$ cat src/rtl/vend_fsm_multi.sv
// vend_fsm_multi: multi-item vending controller.
// Accumulates coin credit (rejecting coins that would overflow), checks a
// selection against a per-item price table and stock count, issues a
// one-cycle dispense command, then returns change or a refund. An idle
// credit session is refunded after TIMEOUT quiet cycles.
//
// Ports:
//   clk, rst                 clock, synchronous active-high reset
//   coin_valid, coin_value   coin inserted this cycle and its value
//   sel_valid, sel_item      selection pressed this cycle and its index
//   cancel                   customer cancel / refund request
//   done                     mechanism reports dispense complete
//   restock                  reload every stock counter (IDLE only)
//   state                    FSM state (IDLE=0, CREDIT=1, DISPENSE=2, RETURN=3)
//   credit                   current credit
//   dispense, dispense_item  dispense command pulse and item (held in DISPENSE)
//   change_valid, change_amount  change/refund strobe and amount
//   coin_reject, insufficient, sold_out  one-cycle status pulses
module vend_fsm_multi #(
    parameter int unsigned NUM_ITEMS  = 4,
    parameter int unsigned SEL_W      = 2,
    parameter int unsigned CREDIT_W   = 8,
    parameter int unsigned STOCK_W    = 4,
    parameter int unsigned INIT_STOCK = 5,
    parameter int unsigned TIMEOUT    = 32,
    parameter logic [NUM_ITEMS*CREDIT_W-1:0] PRICES = 32'h191E2D3C
) (
    input  logic                clk,
    input  logic                rst,
    input  logic                coin_valid,
    input  logic [CREDIT_W-1:0] coin_value,
    input  logic                sel_valid,
    input  logic [SEL_W-1:0]    sel_item,
    input  logic                cancel,
    input  logic                done,
    input  logic                restock,
    output logic [2:0]          state,
    output logic [CREDIT_W-1:0] credit,
    output logic                dispense,
    output logic [SEL_W-1:0]    dispense_item,
    output logic                change_valid,
    output logic [CREDIT_W-1:0] change_amount,
    output logic                coin_reject,
    output logic                insufficient,
    output logic                sold_out
);

    localparam int unsigned TO_W = (TIMEOUT > 1) ? $clog2(TIMEOUT) : 1;

    typedef enum logic [2:0] {
        S_IDLE     = 3'b000,
        S_CREDIT   = 3'b001,
        S_DISPENSE = 3'b010,
        S_RETURN   = 3'b011
    } state_t;

    state_t              st, st_nxt;
    logic [TO_W-1:0]     tcnt, tcnt_nxt;
    logic [STOCK_W-1:0]  stock     [NUM_ITEMS];
    logic [STOCK_W-1:0]  stock_nxt [NUM_ITEMS];
    logic [CREDIT_W-1:0] price_tab [NUM_ITEMS];
    logic [CREDIT_W-1:0] price_sel;
    logic [CREDIT_W:0]   sum;
    logic                sel_ok;

    logic [CREDIT_W-1:0] credit_nxt, camt_nxt;
    logic [SEL_W-1:0]    ditem_nxt;
    logic                disp_nxt, cv_nxt, rej_nxt, ins_nxt, sold_nxt;

    // Unpack the flat price parameter into a lookup table.
    for (genvar g = 0; g < int'(NUM_ITEMS); g++) begin : g_price
        assign price_tab[g] = PRICES[g*CREDIT_W +: CREDIT_W];
    end

    assign price_sel = price_tab[sel_item];
    assign sel_ok    = (32'(sel_item) < NUM_ITEMS);
    // One extra bit so an overflowing coin can be detected and rejected.
    assign sum       = {1'b0, credit} + {1'b0, coin_value};
    assign state     = st;

    // Next-state and next-output logic.
    always_comb begin
        st_nxt     = st;
        tcnt_nxt   = tcnt;
        stock_nxt  = stock;
        credit_nxt = credit;
        camt_nxt   = change_amount;
        ditem_nxt  = dispense_item;
        disp_nxt   = 1'b0;
        cv_nxt     = 1'b0;
        rej_nxt    = 1'b0;
        ins_nxt    = 1'b0;
        sold_nxt   = 1'b0;

        case (st)
            S_IDLE: begin
                if (restock) begin
                    for (int i = 0; i < int'(NUM_ITEMS); i++) begin
                        stock_nxt[i] = STOCK_W'(INIT_STOCK);
                    end
                end
                if (coin_valid && (coin_value != '0)) begin
                    credit_nxt = coin_value;
                    tcnt_nxt   = '0;
                    st_nxt     = S_CREDIT;
                end
            end

            S_CREDIT: begin
                if (cancel) begin
                    rej_nxt  = coin_valid;
                    cv_nxt   = 1'b1;
                    camt_nxt = credit;
                    st_nxt   = S_RETURN;
                end else if (sel_valid) begin
                    tcnt_nxt = '0;
                    rej_nxt  = coin_valid;
                    if (!sel_ok || (stock[sel_item] == '0)) begin
                        sold_nxt = 1'b1;
                    end else if (credit < price_sel) begin
                        ins_nxt = 1'b1;
                    end else begin
                        disp_nxt              = 1'b1;
                        ditem_nxt             = sel_item;
                        credit_nxt            = credit - price_sel;
                        stock_nxt[sel_item]   = stock[sel_item] - STOCK_W'(1);
                        st_nxt                = S_DISPENSE;
                    end
                end else if (coin_valid) begin
                    tcnt_nxt = '0;
                    if (sum[CREDIT_W]) begin
                        rej_nxt = 1'b1;
                    end else begin
                        credit_nxt = sum[CREDIT_W-1:0];
                    end
                end else if (tcnt == TO_W'(TIMEOUT - 1)) begin
                    // This quiet edge is the TIMEOUT-th one: refund.
                    cv_nxt   = 1'b1;
                    camt_nxt = credit;
                    st_nxt   = S_RETURN;
                end else begin
                    tcnt_nxt = tcnt + TO_W'(1);
                end
            end

            S_DISPENSE: begin
                rej_nxt = coin_valid;
                if (done) begin
                    if (credit != '0) begin
                        cv_nxt   = 1'b1;
                        camt_nxt = credit;
                        st_nxt   = S_RETURN;
                    end else begin
                        st_nxt = S_IDLE;
                    end
                end
            end

            S_RETURN: begin
                credit_nxt = '0;
                st_nxt     = S_IDLE;
            end

            default: begin
                credit_nxt = '0;
                st_nxt     = S_IDLE;
            end
        endcase
    end

    // State and output registers.
    always_ff @(posedge clk) begin
        if (rst) begin
            st            <= S_IDLE;
            tcnt          <= '0;
            credit        <= '0;
            change_amount <= '0;
            dispense_item <= '0;
            dispense      <= 1'b0;
            change_valid  <= 1'b0;
            coin_reject   <= 1'b0;
            insufficient  <= 1'b0;
            sold_out      <= 1'b0;
            for (int i = 0; i < int'(NUM_ITEMS); i++) begin
                stock[i] <= STOCK_W'(INIT_STOCK);
            end
        end else begin
            st            <= st_nxt;
            tcnt          <= tcnt_nxt;
            credit        <= credit_nxt;
            change_amount <= camt_nxt;
            dispense_item <= ditem_nxt;
            dispense      <= disp_nxt;
            change_valid  <= cv_nxt;
            coin_reject   <= rej_nxt;
            insufficient  <= ins_nxt;
            sold_out      <= sold_nxt;
            for (int i = 0; i < int'(NUM_ITEMS); i++) begin
                stock[i] <= stock_nxt[i];
            end
        end
    end

endmodule
$ cat config.mk
export PLATFORM = sky130hd
export DESIGN_NAME = vend_fsm_multi
export DESIGN_NICKNAME = d
export VERILOG_FILES = /design/src/rtl/vend_fsm_multi.sv
export SDC_FILE = /design/constraint.sdc
export NUM_CORES = 1
export LEC_CHECK = 0
export BUFFER_PORTS_ARGS = -buffer_cell sky130_fd_sc_hd__buf_4
export CORE_MARGIN = 10
export CORE_UTILIZATION = 58
export CTS_BUF_LIST = sky130_fd_sc_hd__clkbuf_4 sky130_fd_sc_hd__clkbuf_8 sky130_fd_sc_hd__clkbuf_16
export CTS_CLUSTER_SIZE = 10
export DETAILED_ROUTE_END_ITERATION = 8
export PLACE_DENSITY_LB_ADDON = 0.08
export SLEW_MARGIN = 0
export SYNTH_ARGS = -nofsm -noshare
export SYNTH_HDL_FRONTEND = slang
export SYNTH_SLANG_ARGS = --single-unit
$ cat constraint.sdc
create_clock -name clk -period 3.06 [get_ports clk]
set_clock_uncertainty 0.15 [all_clocks]
set_input_delay 0.153 -clock clk [delete_from_list [all_inputs] [get_ports clk]]
set_output_delay 0.153 -clock clk [all_outputs]
set_load 0.05 [all_outputs]
==> metrics.csv <==
stage,metric,value,unit
timing,Slew headroom,59.1,%
setup_path,CP Class,register to register,
global_routing,initial antenna violation count,0,
place,hpwl dp,5840,µm
outcome,outcome,"finished, final reports clean",
cells_and_area,most frequent cells in the layout,"46 x dfxtp_1, 45 x buf_4, 37 x nor2_1, 29 x o21ai_0, 20 x ha_1",
cells_and_area,"commonest non-fill, non-tap cell in the layout",dfxtp_1,
yosys,"FF+latch count, synth",46,
power_and_ir_drop,Net Sw Power,1510,µW
place,GPL Wtd Cong,0.881,
power_and_ir_drop,Cell Pwr Density,900,mW/mm²
cells_and_area,diode count,0,
setup_path,WP buf/inv,1,
routing,DRC Markers,0,
setup_path,beginning of the critical path,credit[0],
timing,worst slew pin tran,0.614,ns
power_and_ir_drop,peak supply drop,0.000562,V
global_routing,gr usage total,18.3,%
yosys,number of library cell types mapped by synthesis,65,
yosys,Syn Inst Count,337,
routing,Avg WL per Cell,17.6,µm
yosys,"Primary FF master, synth",dfxtp_1,
power_and_ir_drop,Pleak,0.00150,µW
place,port bufs,41,
routing,DRT Pass-1 Iters,4,
floorplan,Rows,26,
yosys,Async SR Flop Fraction,0,%
yosys,share of the synthesized area in the top cell type,30.5,%
cells_and_area,register area,921,µm²
clock_network,Clock Latency Late Sink,0.31,ns
cells_and_area,Final #Nets,412,
global_routing,number of global-route vias before repair,2623,
setup_path,crit path cell chain,"inv_1, ha_1, fa_1, nor2b_1, o211a_1, o211ai_2, a31oi_4, a21oi_1, a31o_2",
floorplan,IO Pins,43,
floorplan,initial core utilization,59.5,%
floorplan,core area,0.00507,mm²
power_and_ir_drop,Pint,1570,µW
routing,initial DRC count,179,
setup_path,critical path's slowest cell,dfxtp_1,
cells_and_area,layout cells sized above 1,19.3,%
clock_network,worst-case clock buffer depth,2,
yosys,number of flops mapped to enable cells by yosys,0,
setup_path,Worst EP arrival,2.91,ns
worst_hold_path,Worst Hold Launch,coin_valid,
run,total of max-cap violations,0,
clock_network,TritonCTS clock tree,done,
cells_and_area,multi-input combinational cell area,0.00192,mm²
cells_and_area,FILL cells,452,
timing,period utilisation layout,92.9,%
power_and_ir_drop,Clk pwr share,12.5,%
clock_network,TritonCTS Sinks,46,
yosys,post-synthesis sequential area ratio,30.5,%
yosys,Synth Cell Area,0.00302,mm²
routing,Detail Route Antenna Nets,0,
global_routing,first-pass GRT wire length,12800,µm
setup_path,CP max FO,16,
clock_network,CTS root buffer,clkbuf_8,
clock_network,CTS buffer count,5,
floorplan,total die area,0.00849,mm²
place,pre-CTS setup slack,0.202,ns
setup_path,Critical Path RT,3.12,ns
setup_path,CP top delay family,compound AO/OA/AOI/OAI gates,
worst_hold_path,Hold WC Path Type,input port to register,
power_and_ir_drop,Logic pwr share,60.2,%
yosys,ranking of synthesized cells by area,"dfxtp_1 31%, ha_1 8.3%, mux2i_1 5.6%",
setup_path,worst r2r src,credit[0],
timing,Hold Slack,0.0317,ns
timing,Final Max Tran Viols,0,
global_routing,largest net degree at the start of global routing,33,
yosys,cell accounting for the most synthesized area,dfxtp_1,
setup_path,Critical Path Start Type,register,
timing,Final Hold Viols,0,
timing,f_max,352,MHz
floorplan,overall die height,92.2,µm
yosys,syn avg cell area,8.96,µm²
cells_and_area,Synth-to-Final Area Change,13.4,%
timing,Tmin final,2.84,ns
setup_path,CP endpoint kind,register,
power_and_ir_drop,register share of total power,27.3,%
yosys,syn_nets,376,
setup_path,CP peak stage delay,0.45,ns
timing,TNS Setup,0,ns
global_routing,GR Overflow Total,0,
clock_network,Clock Pin Slew Worst Setup and Hold Paths,0.09,ns
routing,Total Wirelength,7830,µm
clock_network,CTS H-tree lvls,2,
timing,setup violators final,0,
yosys,synth warn,0,
timing,RSZ-0062 raised after global routing,no,
routing,total number of vias,2682,
routing,routed vias/inst,6.04,
power_and_ir_drop,sw frac,49.0,%
timing,final setup margin,0.217,ns
floorplan,Die W,92.2,µm
## per-stage QoR
| stage | total power (µW) | instance area [µm²] | utilization (%) | std cells |
|---|---|---|---|---|
| 2_1_floorplan | 2250 | 3020 | - | 337 |
| 3_3_place_gp | 2660 | 3320 | 65.4 | 435 |
| 3_5_place_dp | 2680 | 3320 | 65.4 | 435 |
| 4_1_cts | 3070 | 3420 | 67.4 | 444 |
| 5_1_grt | 3290 | 3420 | 67.5 | 444 |
| 6_report | 3080 | 3420 | 67.5 | 444 |
## per-layer routing
metal | routed length, µm | share of wire (%) | track usage, % | vias up
li1 | - | - | - | 1322
met1 | 3610 | 46 | 23.6 | 1259
met2 | 3470 | 44 | 28.2 | 86
met3 | 603 | 7.7 | 4.65 | 15
met4 | 148 | 1.9 | 7.71 | 0
met5 | 0 | 0 | 0 | -
## worst register-to-register path: stages, from the launching register on
cell	delay [ns]
dfxtp_1	0.45
inv_1	0.07
ha_1	0.21
fa_1	0.41
nor2b_1	0.16
o211a_1	0.33
o211ai_2	0.15
a31oi_4	0.45
a21oi_1	0.14
a31o_2	0.23
## sequential cells by signal, summed over array words and instances, names as in the netlist
name / cells
dispense_item: 2
insufficient: 1
change_valid: 1
credit: 8
tcnt: 5
dispense: 1
state: 2
coin_reject: 1
sold_out: 1
stock: 16
change_amount: 8
## power by group through the flow
| stage | logic, µW | registers (µW) | clock network, µW |
|---|---|---|---|
| 2_1_floorplan | 1150 | 1100 | 0 |
| 3_3_place_gp | 1810 | 851 | 0 |
| 3_5_place_dp | 1830 | 853 | 0 |
| 4_1_cts | 1840 | 840 | 395 |
| 5_1_grt | 2030 | 859 | 409 |
| 6_report | 1860 | 842 | 384 |
## cell families after synthesis
group | Yosys count | synth area share (%)
compound gates | 110 | 26.2
xor+xnor | 7 | 2.03
fa+ha+maj | 22 | 9.61
buf+inv | 32 | 6.01
flops | 46 | 30.5
mux | 22 | 8.87
other cells | 1 | 0.124
simple gates | 97 | 16.7
## timing repair
action                                  in CTS  in global routing
buffers inserted                             0                  0
endpoints found under the setup margin       0                  1
hold endpoints to repair                     1                  0
gates resized for setup                      0                  1
hold buffers                                 1                  0
## final timing paths
kind | endpoint | slack (ns) | depth (start not counted)
setup / recovery | credit[3] | 0.22 | 9
hold / removal | tcnt[3] | 0.03 | 4
setup reg to reg | credit[3] | 0.22 | 9
hold reg to reg | stock[9] | 0.33 | 1
## cell usage after synthesis, types with 3 or more instances
master and n:
and2_1 7, a21o_1 8, dfxtp_1 46, nand2b_1 4, clkbuf_1 8, a211oi_1 11
nor2b_1 5, nor4_1 4, a221oi_1 3, mux2i_1 17, buf_6 3, nand2_1 15
clkbuf_8 3, nor2_1 37, a21oi_1 16, o211ai_1 6, a22o_1 9, ha_1 20
xnor2_1 5, nor3_1 5, nor3b_1 4, o21ai_0 29, inv_1 15
## area by class of cell
cell class                      count  share of cell area [%]
Inverter                           15                    1.64
Clock buffer                        5                    2.01
Timing Repair Buffer               46                    10.2
Clock inverter                      3                   0.621
Multi-Input combinational cell    259                    56.1
Tap cell                           70                    2.56
Sequential cell                    46                    26.9
Note: power is estimated with default switching activity, not from simulation.
